$ cat config.mk
export PLATFORM = sky130hd
export DESIGN_NAME = morse_letter_decoder
export DESIGN_NICKNAME = d
export VERILOG_FILES = /design/src/rtl/morse_letter_decoder.sv
export SDC_FILE = /design/constraint.sdc
export NUM_CORES = 1
export LEC_CHECK = 0
export ABC_AREA = 1
export CAP_MARGIN = 25
export CORE_MARGIN = 4
export CORE_UTILIZATION = 35
export CTS_CLUSTER_SIZE = 12
export DETAILED_ROUTE_END_ITERATION = 8
export PLACE_DENSITY = 0.56
export SLEW_MARGIN = 0
export SYNTH_ARGS = -nofsm -noshare
export SYNTH_HDL_FRONTEND = slang
export SYNTH_SLANG_ARGS = --single-unit
$ cat constraint.sdc
create_clock -name CLKin -period 3.7 [get_ports CLKin]
set_clock_uncertainty 0.1 [all_clocks]
set_input_delay 0.74 -clock CLKin [delete_from_list [all_inputs] [get_ports CLKin]]
set_output_delay 0.74 -clock CLKin [all_outputs]
set_load 0.01 [all_outputs]
$ cat src/rtl/morse_letter_decoder.sv
// Collects dot/dash symbols into a letter, closes it after GAP_TICKS idle ticks
// and emits the ITU Morse A-Z decode as ASCII, flagging unknown or overlong patterns.
module morse_letter_decoder #(
    parameter int unsigned GAP_TICKS = 3
) (
    input  logic       CLKin,
    input  logic       rst,
    input  logic       tick,
    input  logic       sym_valid,
    input  logic       sym_bit,
    output logic       char_valid,
    output logic [7:0] char_code,
    output logic       char_err,
    output logic       busy
);

    localparam logic [7:0] QMARK = 8'h3F;

    typedef enum logic [1:0] {
        S_IDLE    = 2'd0,
        S_COLLECT = 2'd1,
        S_EMIT    = 2'd2
    } state_t;

    state_t     r_state;
    logic [3:0] r_sym_buf;
    logic [2:0] r_sym_cnt;
    logic [3:0] r_gap_cnt;
    logic       r_ovf;
    logic       r_char_valid;
    logic [7:0] r_char_code;
    logic       r_char_err;
    logic       r_busy;

    logic       w_start;
    logic [3:0] w_gap_next;
    logic [7:0] w_lut_code;
    logic       w_lut_err;

    // Key is {length, symbols}; first symbol sits in bit 0 and unused bits stay 0.
    always_comb begin
        w_lut_code = QMARK;
        case ({r_sym_cnt, r_sym_buf})
            7'b001_0000: w_lut_code = 8'h45; // E
            7'b001_0001: w_lut_code = 8'h54; // T
            7'b010_0000: w_lut_code = 8'h49; // I
            7'b010_0010: w_lut_code = 8'h41; // A
            7'b010_0001: w_lut_code = 8'h4E; // N
            7'b010_0011: w_lut_code = 8'h4D; // M
            7'b011_0000: w_lut_code = 8'h53; // S
            7'b011_0100: w_lut_code = 8'h55; // U
            7'b011_0010: w_lut_code = 8'h52; // R
            7'b011_0110: w_lut_code = 8'h57; // W
            7'b011_0001: w_lut_code = 8'h44; // D
            7'b011_0101: w_lut_code = 8'h4B; // K
            7'b011_0011: w_lut_code = 8'h47; // G
            7'b011_0111: w_lut_code = 8'h4F; // O
            7'b100_0000: w_lut_code = 8'h48; // H
            7'b100_1000: w_lut_code = 8'h56; // V
            7'b100_0100: w_lut_code = 8'h46; // F
            7'b100_0010: w_lut_code = 8'h4C; // L
            7'b100_0110: w_lut_code = 8'h50; // P
            7'b100_1110: w_lut_code = 8'h4A; // J
            7'b100_0001: w_lut_code = 8'h42; // B
            7'b100_1001: w_lut_code = 8'h58; // X
            7'b100_0101: w_lut_code = 8'h43; // C
            7'b100_1101: w_lut_code = 8'h59; // Y
            7'b100_0011: w_lut_code = 8'h5A; // Z
            7'b100_1011: w_lut_code = 8'h51; // Q
            default:     w_lut_code = QMARK;
        endcase
        if (r_ovf) begin
            w_lut_code = QMARK;
        end
        w_lut_err = (w_lut_code == QMARK);
    end

    assign w_start    = sym_valid && ((r_state == S_IDLE) || (r_state == S_EMIT));
    assign w_gap_next = r_gap_cnt + 4'd1;

    always_ff @(posedge CLKin) begin
        if (rst) begin
            r_state      <= S_IDLE;
            r_sym_buf    <= 4'd0;
            r_sym_cnt    <= 3'd0;
            r_gap_cnt    <= 4'd0;
            r_ovf        <= 1'b0;
            r_char_valid <= 1'b0;
            r_char_code  <= 8'h00;
            r_char_err   <= 1'b0;
            r_busy       <= 1'b0;
        end else begin
            r_char_valid <= 1'b0;
            if (w_start) begin
                r_state   <= S_COLLECT;
                r_sym_buf <= {3'b000, sym_bit};
                r_sym_cnt <= 3'd1;
                r_gap_cnt <= 4'd0;
                r_ovf     <= 1'b0;
                r_busy    <= 1'b1;
            end else begin
                case (r_state)
                    S_COLLECT: begin
                        // A symbol beats a coincident tick: store it and restart the gap.
                        if (sym_valid) begin
                            if (r_sym_cnt == 3'd4) begin
                                r_ovf <= 1'b1;
                            end else begin
                                r_sym_buf[r_sym_cnt[1:0]] <= sym_bit;
                                r_sym_cnt                 <= r_sym_cnt + 3'd1;
                            end
                            r_gap_cnt <= 4'd0;
                        end else if (tick) begin
                            if (w_gap_next == 4'(GAP_TICKS)) begin
                                r_state      <= S_EMIT;
                                r_char_valid <= 1'b1;
                                r_char_code  <= w_lut_code;
                                r_char_err   <= w_lut_err;
                                r_busy       <= 1'b0;
                                r_gap_cnt    <= 4'd0;
                            end else begin
                                r_gap_cnt <= w_gap_next;
                            end
                        end
                    end
                    S_EMIT: begin
                        r_state <= S_IDLE;
                        r_busy  <= 1'b0;
                    end
                    default: begin
                        r_state <= S_IDLE;
                        r_busy  <= 1'b0;
                    end
                endcase
            end
        end
    end

    assign char_valid = r_char_valid;
    assign char_code  = r_char_code;
    assign char_err   = r_char_err;
    assign busy       = r_busy;

endmodule

==> flow_summary.rst <==
.. list-table::
   :header-rows: 1

   * - Metric
     - Value
   * - Clock Root Buffer
     - sky130_fd_sc_hd__clkbuf_8
   * - Ys Warns
     - 0
   * - Asr flop ratio synth
     - 0%
   * - Setup repair bufs after CTS
     - 0
   * - Sum Neg Setup Slack
     - 0 ns
   * - Largest net degree at the start of global routing
     - 16
   * - Leading register cell type out of synthesis
     - sky130_fd_sc_hd__dfxtp_1
   * - Sequential cell fraction of total power
     - 51.1%
   * - Cell breakdown of the critical path
     - inv_1 -> ha_1 -> inv_1 -> nand2_1 -> nand2_1 -> nand2_1 -> nand2_1 -> nand2_1 -> nand3_1 -> nand3_1 -> nor2_1 -> nand2_1 -> a21oi_2
   * - Data arrival time at the worst-slack endpoint
     - 2.34 ns
   * - Type of destination of the critical path
     - flop
   * - CTS tree
     - built
   * - Peak Freq
     - 0.4468 GHz
   * - Number of global-route vias before repair
     - 1346
   * - Worst slack at placement
     - 1.253 ns
   * - DRC violations left
     - 0
   * - Buffers plus inverters on the worst setup path
     - 2
   * - Die area
     - 0.005586 mm^2
   * - Count of pins on the block boundary
     - 16
   * - GRT met3 Usage
     - 2.937%
   * - Routed vias/inst
     - 4.984
   * - Reg clk slew, reported paths
     - 0.09 ns
   * - Switching power
     - 0.0001520 W
   * - Number of synthesized register bits
     - 23
   * - Crit Path Class
     - flop to flop
   * - DR iter-0 viols
     - 110
   * - Vertical extent of the die
     - 74.74 um
   * - Initial Util
     - 36.05%
   * - Fin crit share
     - 60.49%
   * - Number of synthesized flops with an enable pin
     - 0
   * - Final ANT Viol Nets
     - 0
   * - Leak Pwr
     - 0.7964 nW
   * - Required arrival time at the worst endpoint
     - 3.80 ns
   * - Net switching share of the total power
     - 29.69%
   * - Detailed-placement wirelength estimate
     - 2.694 mm
   * - Gp weighted congestion
     - 0.8383
   * - Top cell type by total area after synthesis
     - sky130_fd_sc_hd__dfxtp_1
   * - Post-synthesis average cell area
     - 6.286 um^2
   * - Fin util
     - 40.83%
   * - Met1 demand-to-capacity share in global routing
     - 18.42%
   * - Worst-case headroom to the max-slew limit
     - 64.16%
   * - Setup repair after global routing missed its margin
     - false
   * - Buffer depth of the longest clock path
     - 2
   * - Port bufs
     - 14
   * - Initial antenna violation count
     - 0
   * - Global-route usage over all layers
     - 13.28%
   * - Sequential area share after synthesis
     - 29.53%
   * - Global-route track usage on met2
     - 21.17%
   * - Pwr/cell area
     - 290.0 mW/mm^2
   * - Post-route setup slack
     - 1.462 ns
   * - Deepest level of the CTS H-tree
     - 1
   * - Cell with the most instances after synthesis
     - sky130_fd_sc_hd__nand2_1
   * - Measured slew at the worst slew-check pin
     - 0.5369 ns
   * - Internal Pwr Total
     - 0.0003599 W
   * - Detailed Routing Iterations Pass 1
     - 4
   * - Final max-slew violation count
     - 0
   * - Hold-fix buffers at CTS
     - 0
   * - Wirelength per Cell
     - 11.14 um
   * - Final setup violation count
     - 0
   * - Later-pin clock latency in the skew report
     - 0.27 ns
   * - Gate family responsible for the most delay along the worst path
     - simple AND/OR/NAND/NOR gates
   * - Quantity of gates resized following cts
     - 0
   * - Path type of the worst min-delay path
     - flop to flop
   * - Detailed Route WL
     - 3.477 mm
   * - Shortest period the worst path allows
     - 2.238 ns
   * - Cell mode on critical path
     - sky130_fd_sc_hd__nand2_1
   * - Core outline area
     - 0.004324 mm^2
   * - Max Fanout on Critical Path
     - 9
   * - Power after layout
     - 0.0005119 W
   * - Hold violation count in the final report
     - 0
   * - GRT Max-Usage Layer
     - met2
   * - Fraction of final layout cells sized beyond drive strength 1
     - 3.462%
   * - Fraction of power consumed by combinational cells
     - 17.4%
   * - IR drop worst, VDD
     - 0.2651 mV
   * - Syn Inst Count
     - 248
   * - Synth top area share
     - 29.53%
   * - Number of nets in the finished design
     - 279
   * - Number of distinct library cells after synthesis
     - 23
   * - Outcome
     - finished, final reports clean
   * - CTS Buf Count
     - 3
   * - Max cap viols
     - 0
   * - Die extent in x
     - 74.74 um
   * - Site Rows
     - 24
   * - Global route total overflow
     - 0
   * - Peak per-stage delay on the critical path
     - 0.59 ns
   * - CTS sink cnt
     - 23
   * - Max stage delay cell, worst path
     - sky130_fd_sc_hd__dfxtp_1
   * - Most used standard cells in the synthesized netlist
     - sky130_fd_sc_hd__nand2_1, sky130_fd_sc_hd__nor2_1, sky130_fd_sc_hd__inv_1
   * - First-pass GRT wire length
     - 5.878 mm
   * - Synth Net Count
     - 266
   * - Cell types with the largest area share after synthesis
     - sky130_fd_sc_hd__dfxtp_1, sky130_fd_sc_hd__nand2_1, sky130_fd_sc_hd__ha_1, sky130_fd_sc_hd__nor2_1, sky130_fd_sc_hd__a21oi_1
   * - Share of power burned in the clock network
     - 31.5%
   * - Synthesis-to-finish area growth
     - 13.24%
   * - Netlist Area Pre-Place
     - 0.001559 mm^2
   * - CP startpoint kind
     - flop
   * - Vias
     - 1555
   * - ANT cells
     - 0
-- worst min-delay path, delay by kind of cell, from the launching register on --
family,cells,cell delay (ns)
DFF,1,0.32
AOI/OAI and AO/OA,1,0.05
and+or+nand+nor,1,0.06
-- final timing paths --
kind                                to  depth (start not counted)  slack [ns]                 startpoint
max              char_err$_SDFFE_PP0P_                         13        1.46  r_sym_buf[0]$_SDFFE_PP0P_
min          char_code[2]$_SDFFE_PP0P_                          2        0.37  char_code[2]$_SDFFE_PP0P_
min reg2reg  char_code[2]$_SDFFE_PP0P_                          2        0.37  char_code[2]$_SDFFE_PP0P_
max reg2reg      char_err$_SDFFE_PP0P_                         13        1.46  r_sym_buf[0]$_SDFFE_PP0P_
-- metrics by stage --
step                      area (um^2)  cells  hold slack (ns)
after floorplan                  1559    248           0.3579
after global placement           1717    308           0.3686
after detailed placement         1717    308           0.3598
after CTS                        1765    312           0.3715
after global routing             1765    312           0.4085
final                            1765    312           0.3676
-- logic make-up after synthesis --
group           Yosys count  synth area share, %
buf+inv                  34                9.791
simple gates            132                34.27
flops                    23                29.53
other cells               1               0.2405
xor+xnor                  2                1.124
fa+ha+maj                13                10.43
compound gates           43                14.61
-- layout make-up --
class / instances / area (um^2)
Clock buffer: 3 / 41.29
Clock inverter: 1 / 7.507
Fill cell: 484 / 2559
Inverter: 28 / 105.1
Multi-Input combinational cell: 191 / 945.9
Sequential cell: 23 / 460.4
Tap cell: 52 / 65.06
Timing Repair Buffer: 14 / 140.1
-- placed cells by master (no fill, tap or decap), drive strengths merged --
| cell type | n |
|---|---|
| o21ai | 20 |
| clkdlybuf4s50 | 14 |
| o211ai | 1 |
| inv | 28 |
| a311oi | 1 |
| ha | 13 |
| conb | 1 |
| dfxtp | 23 |
| nand4 | 4 |
| nand3 | 18 |
| nor2 | 34 |
| nand2 | 73 |
| xor2 | 1 |
| xnor2 | 1 |
| a21oi | 20 |
| nor3 | 3 |
| o21a | 1 |
| clkinvlp | 1 |
| clkbuf | 3 |
-- power groups by stage --
| stage | clock [W] | sequential, W | combinational, W |
|---|---|---|---|
| global route | 0.000173 | 0.000263 | 0.000104 |
| floorplan | 0 | 0.000263 | 0.0000688 |
| finish | 0.000161 | 0.000262 | 0.0000890 |
| global placement | 0 | 0.000267 | 0.0000906 |
| CTS | 0.000163 | 0.000261 | 0.0000897 |
| detailed placement | 0 | 0.000267 | 0.0000890 |
-- flip-flops by register name (all words and copies together), names as in the netlist --
| name | cells |
|---|---|
| char_valid | 1 |
| char_err | 1 |
| r_state | 2 |
| r_ovf | 1 |
| char_code | 7 |
| r_sym_buf | 4 |
| r_sym_cnt | 3 |
| r_gap_cnt | 4 |
-- routing by layer --
layer  vias to the layer above  part of all wire, %
met5                         -                    0
met4                         0                 0.86
met3                         4                  3.7
met2                        28                   45
met1                       707                   50
li1                        816                    -
Power figures use the tool's default switching activity.
